File: config.mk
export PLATFORM = sky130hd
export DESIGN_NAME = param_pipe_core
export DESIGN_NICKNAME = d
export VERILOG_FILES = /design/src/rtl/param_pipe_core.sv
export SDC_FILE = /design/constraint.sdc
export NUM_CORES = 1
export LEC_CHECK = 0
export CAP_MARGIN = 20
export CORE_ASPECT_RATIO = 0.5
export CORE_MARGIN = 4
export CORE_UTILIZATION = 62
export CTS_CLUSTER_DIAMETER = 50
export DETAILED_ROUTE_END_ITERATION = 7
export GPL_TIMING_DRIVEN = 0
export PLACE_DENSITY = 0.8
export SETUP_SLACK_MARGIN = 0.4
export SLEW_MARGIN = 20
export SYNTH_ARGS = -nofsm -noshare
export SYNTH_HDL_FRONTEND = slang
export SYNTH_SLANG_ARGS = --single-unit
export TNS_END_PERCENT = 100
File: constraint.sdc
create_clock -name clk -period 3.6 [get_ports clk]
set_input_delay 0.54 -clock clk [delete_from_list [all_inputs] [get_ports clk]]
set_output_delay 0.54 -clock clk [all_outputs]
set_load 0.05 [all_outputs]
File: src/rtl/param_pipe_core.sv
// param_pipe_core: 4-stage (IF/ID/EX/WB) 16-bit-instruction core with an
// NUM_REGS x DATA_W register file, IMEM_DEPTH x 16 instruction memory and
// DMEM_DEPTH x DATA_W data memory. Build option: define PIPE_CORE_FWD_EN to
// forward EX/WB results into ID operands; without it, RAW hazards stall ID.
// Ports: clk, rst_n (async active-low); run (level, 1 = execute, 0 = idle /
// program load); imem_we/imem_waddr/imem_wdata (instruction load, IDLE only);
// dbg_raddr/dbg_rdata (combinational register peek, 0 beyond NUM_REGS);
// pc (fetch address); halted (HALT state); retired (saturating count of
// retired non-bubble, non-HALT instructions, cleared when a run starts).
// Instruction: opcode[15:13] rd[12:10] rs[9:7] imm[6:0].
// 000 ADD, 001 SUB, 010 LOAD, 011 STORE, 100 ADDI, 111 HALT, others NOP.

module param_pipe_core #(
  parameter int DATA_W     = 8,
  parameter int NUM_REGS   = 4,
  parameter int IMEM_DEPTH = 16,
  parameter int DMEM_DEPTH = 16
) (
  input  logic                          clk,
  input  logic                          rst_n,
  input  logic                          run,
  input  logic                          imem_we,
  input  logic [$clog2(IMEM_DEPTH)-1:0] imem_waddr,
  input  logic [15:0]                   imem_wdata,
  input  logic [2:0]                    dbg_raddr,
  output logic [DATA_W-1:0]             dbg_rdata,
  output logic [$clog2(IMEM_DEPTH)-1:0] pc,
  output logic                          halted,
  output logic [15:0]                   retired
);

  localparam int IA = $clog2(IMEM_DEPTH);
  localparam int DA = $clog2(DMEM_DEPTH);

  typedef enum logic [1:0] {S_IDLE, S_RUN, S_HALT} state_e;

  // Decoded operation; K_NOP also covers opcodes naming a nonexistent register.
  typedef enum logic [2:0] {
    K_NOP, K_ADD, K_SUB, K_LOAD, K_STORE, K_ADDI, K_HALT
  } kind_e;

  typedef struct packed {
    logic        vld;
    logic [15:0] ins;
  } ifid_t;

  typedef struct packed {
    logic              vld;
    kind_e             kind;
    logic [2:0]        rd;
    logic [DATA_W-1:0] a;     // rd value (also STORE data)
    logic [DATA_W-1:0] b;     // rs value or zero-extended imm
    logic [DA-1:0]     addr;  // imm truncated to the data-memory range
  } idex_t;

  typedef struct packed {
    logic              vld;   // non-bubble, non-HALT: counts as retired
    logic              we;
    logic [2:0]        rd;
    logic [DATA_W-1:0] val;
  } exwb_t;

  state_e            state_q, state_d;
  logic [IA-1:0]     pc_q, pc_d;
  logic [15:0]       ret_q, ret_d;
  ifid_t             ifid_q, ifid_d;
  idex_t             idex_q, idex_d;
  exwb_t             exwb_q, exwb_d;
  logic [DATA_W-1:0] regs_q [NUM_REGS];
  logic [15:0]       imem [IMEM_DEPTH];
  logic [DATA_W-1:0] dmem [DMEM_DEPTH];

  // Pipeline only advances (and only commits writes) in RUN with run held.
  logic go;
  assign go = (state_q == S_RUN) && run;

  // ---------------- ID: decode ----------------
  logic [2:0] id_op, id_rd, id_rs;
  logic       id_rd_ok, id_rs_ok;
  kind_e      id_kind;
  logic       id_use_rd, id_use_rs;

  assign id_op    = ifid_q.ins[15:13];
  assign id_rd    = ifid_q.ins[12:10];
  assign id_rs    = ifid_q.ins[9:7];
  assign id_rd_ok = int'(id_rd) < NUM_REGS;
  assign id_rs_ok = int'(id_rs) < NUM_REGS;

  always_comb begin
    id_kind = K_NOP;
    if (ifid_q.vld) begin
      case (id_op)
        3'b000:  if (id_rd_ok && id_rs_ok) id_kind = K_ADD;
        3'b001:  if (id_rd_ok && id_rs_ok) id_kind = K_SUB;
        3'b010:  if (id_rd_ok) id_kind = K_LOAD;
        3'b011:  if (id_rd_ok) id_kind = K_STORE;
        3'b100:  if (id_rd_ok) id_kind = K_ADDI;
        3'b111:  id_kind = K_HALT;
        default: id_kind = K_NOP;
      endcase
    end
    // rd is a source for everything that reads it; rs only for ADD/SUB.
    id_use_rd = id_kind inside {K_ADD, K_SUB, K_STORE, K_ADDI};
    id_use_rs = id_kind inside {K_ADD, K_SUB};
  end

  // ---------------- hazard detection ----------------
  logic ex_wr, wb_wr, wb_we;
  logic a_ex, a_wb, b_ex, b_wb;

  assign ex_wr = idex_q.vld && (idex_q.kind inside {K_ADD, K_SUB, K_LOAD, K_ADDI});
  assign wb_wr = exwb_q.vld && exwb_q.we;
  assign wb_we = go && wb_wr;

  assign a_ex = id_use_rd && ex_wr && (idex_q.rd == id_rd);
  assign a_wb = id_use_rd && wb_wr && (exwb_q.rd == id_rd);
  assign b_ex = id_use_rs && ex_wr && (idex_q.rd == id_rs);
  assign b_wb = id_use_rs && wb_wr && (exwb_q.rd == id_rs);

  // ---------------- register read with WB write-through ----------------
  logic [DATA_W-1:0] rf_a, rf_b;

  always_comb begin
    rf_a = '0;
    rf_b = '0;
    for (int i = 0; i < NUM_REGS; i++) begin
      if (id_rd == i[2:0]) rf_a = regs_q[i];
      if (id_rs == i[2:0]) rf_b = regs_q[i];
    end
    if (wb_we && (exwb_q.rd == id_rd)) rf_a = exwb_q.val;
    if (wb_we && (exwb_q.rd == id_rs)) rf_b = exwb_q.val;
  end

  // ---------------- EX ----------------
  logic [DATA_W-1:0] ex_res;
  logic              ex_halt, dmem_we;

  always_comb begin
    ex_res = '0;
    case (idex_q.kind)
      K_ADD, K_ADDI: ex_res = idex_q.a + idex_q.b;
      K_SUB:         ex_res = idex_q.a - idex_q.b;
      // Combinational read: a STORE committed last cycle is already visible.
      K_LOAD:        ex_res = dmem[idex_q.addr];
      default:       ex_res = '0;
    endcase
  end

  assign ex_halt = idex_q.vld && (idex_q.kind == K_HALT);
  assign dmem_we = go && idex_q.vld && (idex_q.kind == K_STORE);

  // ---------------- operand select / stall ----------------
  logic [DATA_W-1:0] opnd_a, opnd_rs, opnd_b;
  logic              id_stall;

`ifdef PIPE_CORE_FWD_EN
  // Youngest producer wins: EX result over WB result over register file.
  assign opnd_a   = a_ex ? ex_res : (a_wb ? exwb_q.val : rf_a);
  assign opnd_rs  = b_ex ? ex_res : (b_wb ? exwb_q.val : rf_b);
  assign id_stall = 1'b0;
`else
  // A WB match also stalls, so a back-to-back dependency costs two cycles.
  assign opnd_a   = rf_a;
  assign opnd_rs  = rf_b;
  assign id_stall = a_ex | a_wb | b_ex | b_wb;
`endif

  assign opnd_b = (id_kind == K_ADDI) ? {{(DATA_W-7){1'b0}}, ifid_q.ins[6:0]} : opnd_rs;

  // ---------------- FSM next state and pipeline advance ----------------
  always_comb begin
    state_d = state_q;
    pc_d    = pc_q;
    ret_d   = ret_q;
    ifid_d  = ifid_q;
    idex_d  = idex_q;
    exwb_d  = exwb_q;

    case (state_q)
      S_IDLE: begin
        pc_d   = '0;
        ifid_d = '0;
        idex_d = '0;
        exwb_d = '0;
        if (run) begin
          state_d = S_RUN;
          ret_d   = '0;
        end
      end

      S_RUN: begin
        if (!run) begin
          // Abandon whatever is in flight; register file is kept.
          state_d = S_IDLE;
          pc_d    = '0;
          ifid_d  = '0;
          idex_d  = '0;
          exwb_d  = '0;
        end else begin
          if (exwb_q.vld && (ret_q != 16'hFFFF)) ret_d = ret_q + 16'd1;

          exwb_d.vld = idex_q.vld && !ex_halt;
          exwb_d.we  = idex_q.vld && (idex_q.kind inside {K_ADD, K_SUB, K_LOAD, K_ADDI});
          exwb_d.rd  = idex_q.rd;
          exwb_d.val = ex_res;

          if (ex_halt) begin
            // Everything younger than HALT is squashed; the older one in WB
            // commits on this same edge.
            state_d = S_HALT;
            ifid_d  = '0;
            idex_d  = '0;
          end else if (id_stall) begin
            idex_d = '0;
          end else begin
            idex_d.vld  = ifid_q.vld;
            idex_d.kind = id_kind;
            idex_d.rd   = id_rd;
            idex_d.a    = opnd_a;
            idex_d.b    = opnd_b;
            idex_d.addr = ifid_q.ins[DA-1:0];
            ifid_d.vld  = 1'b1;
            ifid_d.ins  = imem[pc_q];
            pc_d        = pc_q + IA'(1);
          end
        end
      end

      S_HALT: begin
        ifid_d = '0;
        idex_d = '0;
        exwb_d = '0;
        if (!run) begin
          state_d = S_IDLE;
          pc_d    = '0;
        end
      end

      default: begin
        state_d = S_IDLE;
        pc_d    = '0;
        ifid_d  = '0;
        idex_d  = '0;
        exwb_d  = '0;
      end
    endcase
  end

  always_ff @(posedge clk or negedge rst_n) begin
    if (!rst_n) begin
      state_q <= S_IDLE;
      pc_q    <= '0;
      ret_q   <= '0;
      ifid_q  <= '0;
      idex_q  <= '0;
      exwb_q  <= '0;
      for (int i = 0; i < NUM_REGS; i++) regs_q[i] <= '0;
    end else begin
      state_q <= state_d;
      pc_q    <= pc_d;
      ret_q   <= ret_d;
      ifid_q  <= ifid_d;
      idex_q  <= idex_d;
      exwb_q  <= exwb_d;
      for (int i = 0; i < NUM_REGS; i++) begin
        if (wb_we && (exwb_q.rd == i[2:0])) regs_q[i] <= exwb_q.val;
      end
    end
  end

  // Memories are not reset; reset only clears the core state.
  always_ff @(posedge clk) begin
    if (imem_we && (state_q == S_IDLE)) imem[imem_waddr] <= imem_wdata;
  end

  always_ff @(posedge clk) begin
    if (dmem_we) dmem[idex_q.addr] <= idex_q.a;
  end

  // ---------------- outputs ----------------
  always_comb begin
    dbg_rdata = '0;
    for (int i = 0; i < NUM_REGS; i++) begin
      if (dbg_raddr == i[2:0]) dbg_rdata = regs_q[i];
    end
  end

  assign pc      = pc_q;
  assign halted  = (state_q == S_HALT);
  assign retired = ret_q;

endmodule

Word level (Yosys, flattened, before mapping) --
Memory sizes are Yosys's and may differ from the RTL's. Cells that the tools add are included.
Storage, ports and cells: flip-flop bits (word level) 111, latch bits 0, bits in writable memories 384, ROM bits 0, bits of input ports 27, output and inout port bits 29, memories kept 2
Memory list:
- imem | words 16, width 16, read ports 1, clocked after memory_dff 0, wr ports 1, RTL line 70 | logic [15:0] imem [IMEM_DEPTH];
- dmem | words 16, width 8, read ports 1, clocked after memory_dff 0, wr ports 1, RTL line 71 | logic [DATA_W-1:0] dmem [DMEM_DEPTH];
Operators by class: add/sub/neg operators 4, multiply operators 0, div/mod/pow operators 0, order comparisons 2, eq/ne operators 42, shifts and indexed selects 0, mux-type cells 51, bitwise gates (word level) 3, reductions and logical operators 40
Operators with widths (count):
- $mux W8 | 15
- $mux W27 | 4
- $mux W17 | 4
- $mux W16 | 3
- $eq A3 B2 Y1 const B | 13
- $pmux W16 S2 | 1
- $mux W13 | 2
- $logic_and A1 B1 Y1 | 25
- $pmux W8 S3 | 1
- $eq A3 B1 Y1 const B | 7
- $eq A3 B3 Y1 const B | 7
- $pmux W3 S6 | 1
- $add A16 B1 Y16 const B | 1
- $mux W4 | 4
- $ne A16 B16 Y1 const B | 1
- $logic_not A3 Y1 | 5
- $eq A3 B3 Y1 | 4
- $mux W2 | 6
- $mux W3 | 3
- $ne A3 B3 Y1 const B | 3
- $add A8 B8 Y8 | 1
- $pmux W4 S2 | 1
- $reduce_bool A4 Y1 | 2
- $sub A8 B8 Y8 | 1
- other kinds (16) | 27

Depth between registers and ports, before layout --
Gate-level depths: netlist of the first run.
depth after elaboration 16, mapped depth 11

Least setup slack after synthesis of the first run --
No wires, ideal clock.
kind input to register, start input run, end memory dmem[0][0] (enable), library setup time 0.383 ns, arrival time 2.367 ns, setup slack 0.850 ns, stages on the path 7, path through nand2b_2 > nor2_1 > buf_2 > nand2_1 > nor3b_1 > or3b_1 > nor3_1
Between the ends: longest elaborated chain between the ends 5
Ends and longest elaborated chain:
- from (decl) | RTL line 21 | input logic run,
- $logic_and A1 B1 Y1 | RTL line 75 | assign go = (state_q == S_RUN) && run;
- $logic_and A1 B1 Y1 (2 in a row) | RTL line 150 | assign dmem_we = go && idex_q.vld && (idex_q.kind == K_STORE);
- $mux W1 | RTL line 277 | if (dmem_we) dmem[idex_q.addr] <= idex_q.a;
- $mux W1 (implied by the code) | RTL line 277
- to (decl) | RTL line 71
No other way between the ends.

Worst setup path after layout of the first run --
start input dbg_raddr[0], end output dbg_rdata[7]
Between the ends: longest elaborated chain between the ends 5
Ends and longest elaborated chain:
- from (decl) | RTL line 25 | input logic [2:0] dbg_raddr,
- $logic_not A3 Y1 | RTL line 284 | if (dbg_raddr == i[2:0]) dbg_rdata = regs_q[i];
- $mux W8 (3 in a row) | RTL line 284
- $mux W8 * | RTL line 284
- to (decl) | RTL line 26 | output logic [DATA_W-1:0] dbg_rdata,
Every way passes the cells marked *; elsewhere a longest branch is shown, timed or not.

==> flow_summary.yaml, run 1 <==
status:
  status: "completed"
logic_synthesis:
  synthDistinctLibCells: 69
  yosys_warnings: 0
  syn_area_per_cell_um2: 18.3
  asyncSetResetFlopFracSynth_pct: 22.4
  syn_inst: 1132
  ys_seq_area_share_pct: 69.0
  synth-seq-cells: 495
  syn_area_um2: 20700
  synth-main-ff-cell: "edfxtp_1"
  synth_edf_count: 384
  syn_nets: 1170
detailed_routing:
  dr.pass1.iters: 5
  detail-route-antenna-nets: 0
  drt-vias-per-instance: 6.55
  drtIter0Drc: 1313
  wirelength_mm: 46.8
  num_vias: 11300
  drc: 0
  drt-wirelength-per-cell_um: 27.2
place:
  place_congestion: 0.913
  io_buffers: 53
  dp_hpwl_mm: 29.8
  place_area_um2: 22100
  placed_cells: 1643
clock_network:
  worstSkewPairLatency_ns: 0.56
  clock_sinks: 495
  cts-htree-levels: 2
  cts-root-buf: "clkbuf_16"
  cts_tree: "yes"
  cts_setup_buffers: 0
  clockBufferDepth: 3
  clkTransAtPathRegs_ns: 0.07
  cts_made_buffers: 42
floorplan:
  boundaryPins: 56
  die_area_um2: 36600
  dieHeight_um: 137
  start_util_pct: 62.8
  die_x_um: 267
  core-area_um2: 33000
  core.rowCount: 47
critical_path:
  r2r_setup_slack_ns: 0.56
  crit_family: "buffers and inverters"
  path_max_fanout: 8
  slowest_delay_ns: 0.71
  worst_path_max_delay_cell: "clkdlybuf4s50_1"
  arrival_ns: 2.53
  worstPathCellList: "clkbuf_1, mux4_2, nor2b_1, clkdlybuf4s50_1"
  endpoint_kind: "output pin"
  cp.required_ns: 3.06
  start_kind: "input pin"
  path_buf_inv: 2
  critical_path_class: "in -> out"
timing:
  clock_skew_ns: 0.0142
  post-route-period-util_pct: 85.4
  hold_viol_final: 0
  max_freq_ghz: 0.325
  finalMaxSlewViolations: 0
  min_period_ns: 3.07
  rsz0062_at_grt: "true"
  worst_slew_pin_slew_ns: 0.929
  setup_viol: 0
  relSlewSlack_pct: 38.1
layout:
  instances_no_fill: 1720
  layout-drive-gt1-share_pct: 26.7
  post-route-cell-area_um2: 23500
  final_common_cell: "edfxtp_1"
  area_growth_syn_to_layout_pct: 13.4
  nNetsFinal: 1285
  diodes: 0
  final_cell_mix: "384 x edfxtp_1, 138 x mux4_2, 111 x dfrtp_1"
grt:
  grt_pass1_wl_mm: 71.1
  grt_max_degree: 61
  antenna_found_initial: 0
  track_usage_pct: 26.3
  grt_overflow: 0
  grt_pass1_vias: 11400
power_and_ir_drop:
  leakagePower_nw: 7.68
  power_density_nw_per_um2: 479
  ir_worst_vdd_v: 0.000304
worst_hold_path:
  hold_class: "in -> async"
job:
  cap_violations: 0
[cell families after synthesis]
| kind of cell | count (synthesis) | synth area share [%] |
|---|---|---|
| flip-flops | 495 | 69.0 |
| AND/OR/NAND/NOR | 230 | 5.76 |
| multiplexers | 191 | 17.8 |
| AO/OA/AOI/OAI | 99 | 3.36 |
| buffers and inverters | 71 | 1.90 |
| XOR/XNOR | 35 | 1.48 |
| adder cells (fa/ha/maj) | 11 | 0.700 |
[worst register-to-register path, cell delays in order, from the launching register on]
cell      delay [ns]
dfrtp_1         0.39
clkbuf_1        0.55
clkbuf_1        0.77
mux4_2          0.44
mux4_2          0.55
a22o_1          0.22
[final cells by class]
class                      count  area [um^2]
buffer                        60          354
clock buffer                  52         1120
clock inverter                24          193
fill                        1922         9490
inverter                      11         41.3
multi-input combinational    566         6190
sequential                   495        14300
tap                          441          552
timing repair buffer          71          746
[flip-flops by register name, summed over array words and instances (netlist names)]
| name | count |
|---|---|
| ifid_q | 8 |
| idex_q | 27 |
| id_rd | 3 |
| regs_q | 32 |
| state_q | 2 |
| imem | 256 |
| retired | 16 |
| pc | 4 |
| id_op | 3 |
| dmem | 128 |
| exwb_q | 13 |
| id_rs | 3 |
[report_power, final]
part | switching [W] | leakage [nW] | internal (W)
clock | 0.00203 | 0.635 | 0.00237
sequential | 0.0000305 | 4.73 | 0.00619
combinational | 0.000372 | 2.31 | 0.000260
[per-layer routing]
| layer | track usage [%] | part of all wire [%] | wire length (um) |
|---|---|---|---|
| met5 | 0 | 0 | 0 |
| met4 | 6.07 | 2.1 | 964 |
| met3 | 4.10 | 7.3 | 3430 |
| met2 | 46.0 | 52 | 24300 |
| met1 | 36.0 | 39 | 18100 |
[metrics by stage]
step	hold WS [ns]	utilization, %	worst slack [ns]	power (W)	setup TNS (ns)
6_report	0.513	71.2	0.526	0.0113	0
5_1_grt	0.541	71.2	0.392	0.0116	0
4_1_cts	0.518	71.1	0.330	0.0113	0
3_5_place_dp	0.522	67.0	-0.440	0.00696	-29.16
3_3_place_gp	0.516	66.1	-2.00	0.00692	-290.07
2_1_floorplan	0.244	-	0.850	0.00672	0
[path summary, 6_finish.rpt]
path,start,to,cells past startpoint
setup / recovery,dbg_raddr[0],dbg_rdata[7],4
hold / removal,rst_n,regs_q[26],2
setup reg to reg,pc[1],ifid_q[6],5
hold reg to reg,ifid_q[5],ifid_q[5],1
max in group asynchronous,rst_n,id_rd[2],3
min in group clk,ifid_q[5],ifid_q[5],1
[timing repair]
item,4_1_cts,5_1_grt
hold buffers,1,0
resized for setup,7,14
hold endpoints to repair,51,0
setup endpoints to repair,97,130
cloned,0,0
[Yosys cell counts, drive strengths merged, types with 3 or more instances]
| master | instances | area (um^2) |
|---|---|---|
| or3 | 3 | 18.8 |
| clkbuf | 27 | 131 |
| and2 | 5 | 31.3 |
| nor3b | 4 | 41.3 |
| nor2b | 25 | 164 |
| nand3 | 13 | 65.1 |
| xnor2 | 15 | 131 |
| nor2 | 74 | 283 |
| dfrtp | 111 | 2780 |
| inv | 10 | 37.5 |
| a31oi | 5 | 31.3 |
| a22o | 15 | 136 |
| mux4 | 138 | 3110 |
| nor3 | 25 | 136 |
| mux2 | 38 | 428 |
| buf | 31 | 203 |
| ha | 10 | 125 |
| mux2i | 15 | 150 |
| or2 | 4 | 25.0 |
| o22ai | 3 | 25.0 |
| edfxtp | 384 | 11500 |
| and3 | 9 | 56.3 |
| a21oi | 24 | 120 |
| nand2b | 13 | 83.8 |
| xor2 | 20 | 175 |
| nand3b | 5 | 37.5 |
| a211oi | 11 | 82.6 |
| nand2 | 32 | 120 |
| nand4 | 9 | 56.3 |
| o21a | 3 | 22.5 |
| o21ai | 22 | 118 |
(Power assumes the default switching activity.)
==> run 2: changes to the inputs <==
--- a/config.mk
+++ b/config.mk
@@ -18,4 +18,4 @@
 export SYNTH_ARGS = -nofsm -noshare
 export SYNTH_HDL_FRONTEND = slang
 export SYNTH_SLANG_ARGS = --single-unit
-export TNS_END_PERCENT = 100
+export TNS_END_PERCENT = 50
==> constraint.sdc (replaced) <==
create_clock -name clk -period 3.14 [get_ports clk]
set_input_delay 0.471 -clock clk [delete_from_list [all_inputs] [get_ports clk]]
set_output_delay 0.471 -clock clk [all_outputs]
set_load 0.05 [all_outputs]
==> run 2 against run 1 <==
Final area up 1.4%. Sequential share of layout area down 0.86 points. Cell count up 0.93%. Combinational power up 16%. Register-to-register slack worse by 0.22 ns. Via count up 1.5%. Clock skew up 0.0028 ns. Clock-buffer cell count unchanged. Wire length up 2.1%. Sequential cell count unchanged. Total power up 15%. Critical endpoint is now exwb_q[7]. Largest cell class unchanged. Highest routed layer unchanged.
==> flow_summary.yaml, run 2 (synthesis gave the netlist of run 1 again) <==
status:
  status: "completed"
clock_network:
  cts-htree-levels: 2
  clockBufferDepth: 3
  cts-root-buf: "clkbuf_16"
  clock_sinks: 495
  cts_made_buffers: 42
  cts_tree: "yes"
  clkTransAtPathRegs_ns: 0.07
  worstSkewPairLatency_ns: 0.56
grt:
  antenna_found_initial: 0
  grt_overflow: 0
  grt_pass1_vias: 11400
  grt_pass1_wl_mm: 71.4
  track_usage_pct: 26.5
  grt_max_degree: 61
layout:
  final_common_cell: "edfxtp_1"
  largest-register: "imem"
  layout-drive-gt1-share_pct: 28.8
  diodes: 0
  final_util_pct: 72.3
  final_cell_mix: "384 x edfxtp_1, 138 x mux4_2, 110 x dfrtp_1"
  top_regs: "imem (256), dmem (128), regs_q (32)"
  area_growth_syn_to_layout_pct: 15.0
  largest_register_ffs: 256
  nNetsFinal: 1301
  post-route-cell-area_um2: 23800
  fillers: 1879
critical_path:
  critical_path_class: "reg -> reg"
  worstPathCellList: "nor3b_4, buf_6, nor2_1, xnor2_1, ha_1, and3_1, a21oi_1, a31oi_1, o21a_1, o311ai_1, a21oi_1"
  slowest_delay_ns: 0.43
  crit_family: "compound AO/OA/AOI/OAI gates"
  arrival_ns: 3.22
  worst_path_max_delay_cell: "dfrtp_1"
  endpoint_kind: "flip-flop"
  crit_path_frequent_cell: "a21oi_1"
  cp.required_ns: 3.56
  start_kind: "flip-flop"
  path_max_fanout: 10
  path_buf_inv: 1
timing:
  worst_slew_pin_slew_ns: 0.865
  hold_ws_ns: 0.448
  hold_viol_final: 0
  setup_viol: 0
  post-route-period-util_pct: 89.1
  max_freq_ghz: 0.358
  finalMaxSlewViolations: 0
  min_period_ns: 2.80
  relSlewSlack_pct: 42.3
  rsz0062_at_grt: "true"
  clock_skew_ns: 0.0170
floorplan:
  start_util_pct: 62.8
  die_x_um: 267
  boundaryPins: 56
  dieHeight_um: 137
  die_area_um2: 36600
  core.rowCount: 47
  core-area_um2: 33000
detailed_routing:
  wirelength_mm: 47.8
  num_vias: 11400
  drtIter0Drc: 1216
  drc: 0
  dr.pass1.iters: 7
  drt-wirelength-per-cell_um: 27.5
  drt-vias-per-instance: 6.59
  detail-route-antenna-nets: 0
job:
  cap_violations: 0
power_and_ir_drop:
  leakagePower_nw: 7.97
  ir_worst_vdd_v: 0.000350
  power_density_nw_per_um2: 542
place:
  dp_hpwl_mm: 29.8
  place_area_um2: 22100
  place_congestion: 0.913
  io_buffers: 53
worst_hold_path:
  hold_class: "in -> async"
run 2: cell count changes in the layout (fill, tap and decap cells not counted), sizes merged:
cell | previous run | this run
dlymetal6s2s | 0 | 8
buf | 49 | 60
clkdlybuf4s50 | 52 | 44
clkbuf | 79 | 84
run 2: path summary, 6_finish.rpt:
path	startpoint	end	slack, ns	cells past startpoint
worst max-delay path	idex_q[25]	exwb_q[7]	0.34	11
worst min-delay path	rst_n	regs_q[19]	0.45	2
worst max register to register	idex_q[25]	exwb_q[7]	0.34	11
worst min register to register	ifid_q[5]	ifid_q[5]	0.54	1
max in group asynchronous	rst_n	idex_q[24]	2.02	3
min in group clk	ifid_q[5]	ifid_q[5]	0.54	1
run 2: through the flow:
step / TNS [ns] / worst slack, ns / instances / total power [W]
global route: 0 / 0.160 / 1736 / 0.0133
CTS: 0 / 0.168 / 1727 / 0.0129
global placement: -414.97 / -2.39 / 1626 / 0.00793
detailed placement: -79.26 / -0.831 / 1643 / 0.00798
finish: 0 / 0.344 / 1736 / 0.0129
floorplan: 0 / 0.433 / 1132 / 0.00770
run 2: power breakdown:
part	switching [W]	internal (W)
sequential	0.0000352	0.00710
clock	0.00232	0.00272
combinational	0.000430	0.000304
run 2: layout make-up:
type | instances | area (um^2) | area share [%]
clock inverter | 24 | 193 | 0.808
clock buffer | 52 | 1120 | 4.70
tap | 441 | 552 | 2.31
inverter | 11 | 41.3 | 0.173
sequential | 495 | 14300 | 60.0
multi-input combinational | 566 | 6280 | 26.3
buffer | 60 | 387 | 1.62
timing repair buffer | 87 | 961 | 4.03
run 2: metal layers:
layer  vias to the layer above  wire [um]  track usage (%)
li1                       4796          -                -
met1                      5998      18600             36.2
met2                       549      24900             46.1
met3                        98       3210             4.26
met4                         0       1090             6.42
met5                         -          0                0
run 2: worst register-to-register path, cell delays in order (launching register included):
cell,delay (ns)
dfrtp_1,0.43
nor3b_4,0.32
buf_6,0.19
nor2_1,0.07
xnor2_1,0.15
ha_1,0.36
and3_1,0.20
a21oi_1,0.22
a31oi_1,0.15
o21a_1,0.20
o311ai_1,0.27
a21oi_1,0.11
run 2: repair_timing:
action,CTS,global route
setup buffers,7,9
gates resized for setup,19,61
endpoints found under the hold margin,51,0
hold buffers,1,0
setup endpoints to repair,157,159
pin swaps,3,5
==> run 3: changes to the inputs <==
--- a/config.mk
+++ b/config.mk
@@ -8,11 +8,10 @@
 export CAP_MARGIN = 20
 export CORE_ASPECT_RATIO = 0.5
 export CORE_MARGIN = 4
-export CORE_UTILIZATION = 62
+export CORE_UTILIZATION = 40
 export CTS_CLUSTER_DIAMETER = 50
 export DETAILED_ROUTE_END_ITERATION = 7
 export GPL_TIMING_DRIVEN = 0
-export PLACE_DENSITY = 0.8
 export SETUP_SLACK_MARGIN = 0.4
 export SLEW_MARGIN = 20
 export SYNTH_ARGS = -nofsm -noshare
==> run 3 against run 2 <==
Via count down 4.9%. Sequential power about the same. Global-route usage is 9.6 points lower. Die area rose by 52%. Critical path depth fell by 8. Worst setup slack improved by 0.014 ns. Clock-buffer cell count up 2. Register-to-register slack better by 0.06 ns. Worst hold slack worse by 0.062 ns. Highest routed layer unchanged.
==> flow_summary.yaml, run 3 (synthesis gave the netlist of run 1 again) <==
power_and_ir_drop:
  ir_worst_vdd_v: 0.000394
  leakagePower_nw: 7.94
  power_density_nw_per_um2: 554
place:
  place_ws_ns: -0.916
  place_congestion: 0.814
  place_area_um2: 22400
  io_buffers: 53
  dp_hpwl_mm: 30.6
timing:
  clock_skew_ns: 0.0203
  max_freq_ghz: 0.359
  post-route-period-util_pct: 88.6
  rsz0062_at_grt: "true"
  worst_slew_pin_slew_ns: 0.773
  hold_viol_final: 0
  relSlewSlack_pct: 48.4
  hold_ws_ns: 0.386
  setup_viol: 0
  min_period_ns: 2.78
  finalMaxSlewViolations: 0
  final.setup.worst_slack_ns: 0.357
layout:
  post-route-cell-area_um2: 24300
  final_cell_mix: "384 x edfxtp_1, 138 x mux4_2, 110 x dfrtp_1"
  diodes: 0
  regArea_um2: 14300
  multi_input_area_um2: 6260
  fillers: 4188
  top_regs: "imem (256), dmem (128), regs_q (32)"
  largest_register_ffs: 256
  final_common_cell: "edfxtp_1"
  largest-register: "imem"
  nNetsFinal: 1300
  area_growth_syn_to_layout_pct: 17.1
  layout-drive-gt1-share_pct: 29.3
floorplan:
  core-area_um2: 50700
  boundaryPins: 56
  core.rowCount: 58
  die_area_um2: 55800
  die_x_um: 330
  dieHeight_um: 169
  start_util_pct: 40.9
detailed_routing:
  drtIter0Drc: 806
  drt-wirelength-per-cell_um: 23.2
  detail-route-antenna-nets: 0
  drc: 0
  wirelength_mm: 46.1
  dr.pass1.iters: 5
  num_vias: 10900
  drt-vias-per-instance: 5.47
status:
  status: "completed"
clock_network:
  cts_tree: "yes"
  clockBufferDepth: 3
  clock_sinks: 495
  cts-htree-levels: 2
  worstSkewPairLatency_ns: 0.56
  clkTransAtPathRegs_ns: 0.06
  cts_made_buffers: 45
  cts-root-buf: "clkbuf_16"
grt:
  grt_pass1_vias: 11400
  grt.met1_usage_pct: 22.4
  use_met2_pct: 29.8
  antenna_found_initial: 0
  grt_busiest_layer: "met2"
  grt_max_degree: 80
  grt_pass1_wl_mm: 70.8
  grt_overflow: 0
  use_met3_pct: 2.52
  track_usage_pct: 16.9
critical_path:
  endpoint_kind: "output pin"
  cp.required_ns: 2.67
  critical_path_class: "reg -> out"
  arrival_ns: 2.31
  start_kind: "flip-flop"
  path_max_fanout: 4
worst_hold_path:
  hold_class: "in -> async"
job:
  cap_violations: 0
==> run 3: cell types whose count changed in the layout (fill, tap and decap cells not counted), sizes merged <==
| cell | previous run | this run |
|---|---|---|
| buf | 60 | 56 |
| bufinv | 2 | 5 |
| clkbuf | 84 | 86 |
| clkdlybuf4s50 | 44 | 50 |
| clkinv | 20 | 24 |
| clkinvlp | 3 | 1 |
| dlymetal6s2s | 8 | 2 |
==> run 3: layout make-up <==
class | instances | area share, %
inverter | 11 | 0.170
sequential | 495 | 58.9
multi-input combinational | 566 | 25.8
tap | 690 | 3.56
buffer | 60 | 1.59
clock buffer | 54 | 5.04
clock inverter | 29 | 1.14
timing repair buffer | 83 | 3.76
==> run 3: what timing repair did <==
item | 4_1_cts | 5_1_grt
endpoints found under the setup margin | 159 | 137
buffers inserted | 7 | 4
resized for setup | 38 | 22
pin swaps | 5 | 3
hold buffers | 1 | 0
endpoints found under the hold margin | 32 | 0
==> run 3: per-stage QoR <==
step	power [W]	utilization, %	setup TNS [ns]	instances
2_1_floorplan	0.00770	-	0	1132
3_3_place_gp	0.00796	43.6	-478.71	1875
3_5_place_dp	0.00799	44.2	-100.28	1893
4_1_cts	0.0136	47.7	0	1984
5_1_grt	0.0139	47.9	0	1988
6_report	0.0134	47.9	0	1988
==> run 3: worst paths after layout <==
kind	startpoint	end	slack (ns)	cells past startpoint
max	regs_q[1]	dbg_rdata[1]	0.36	3
min	rst_n	regs_q[20]	0.39	2
max reg2reg	idex_q[1]	exwb_q[0]	0.40	8
min reg2reg	idex_q[24]	exwb_q[12]	0.54	1
max in group asynchronous	rst_n	exwb_q[8]	2.04	3
min in group clk	idex_q[24]	exwb_q[12]	0.54	1
==> run 3: worst max-delay path, stage by stage (launching register included) <==
cell             delay, ns
dfrtp_1               0.40
mux4_2                0.49
nor2b_1               0.15
clkdlybuf4s50_1       0.72
==> run 3: power by group <==
group / total (W) / switching, W / internal [W]
Sequential: 0.00713 / 0.0000322 / 0.00710
Combinational: 0.000723 / 0.000419 / 0.000304
Clock: 0.00559 / 0.00239 / 0.00320
Total: 0.0134 / 0.00285 / 0.0106
==> run 3: metal layers <==
layer / routed length, um / vias up
met2: 24000 / 254
met3: 2070 / 61
met1: 19200 / 5758
li1: - / 4805
met5: 0 / -
met4: 746 / 0
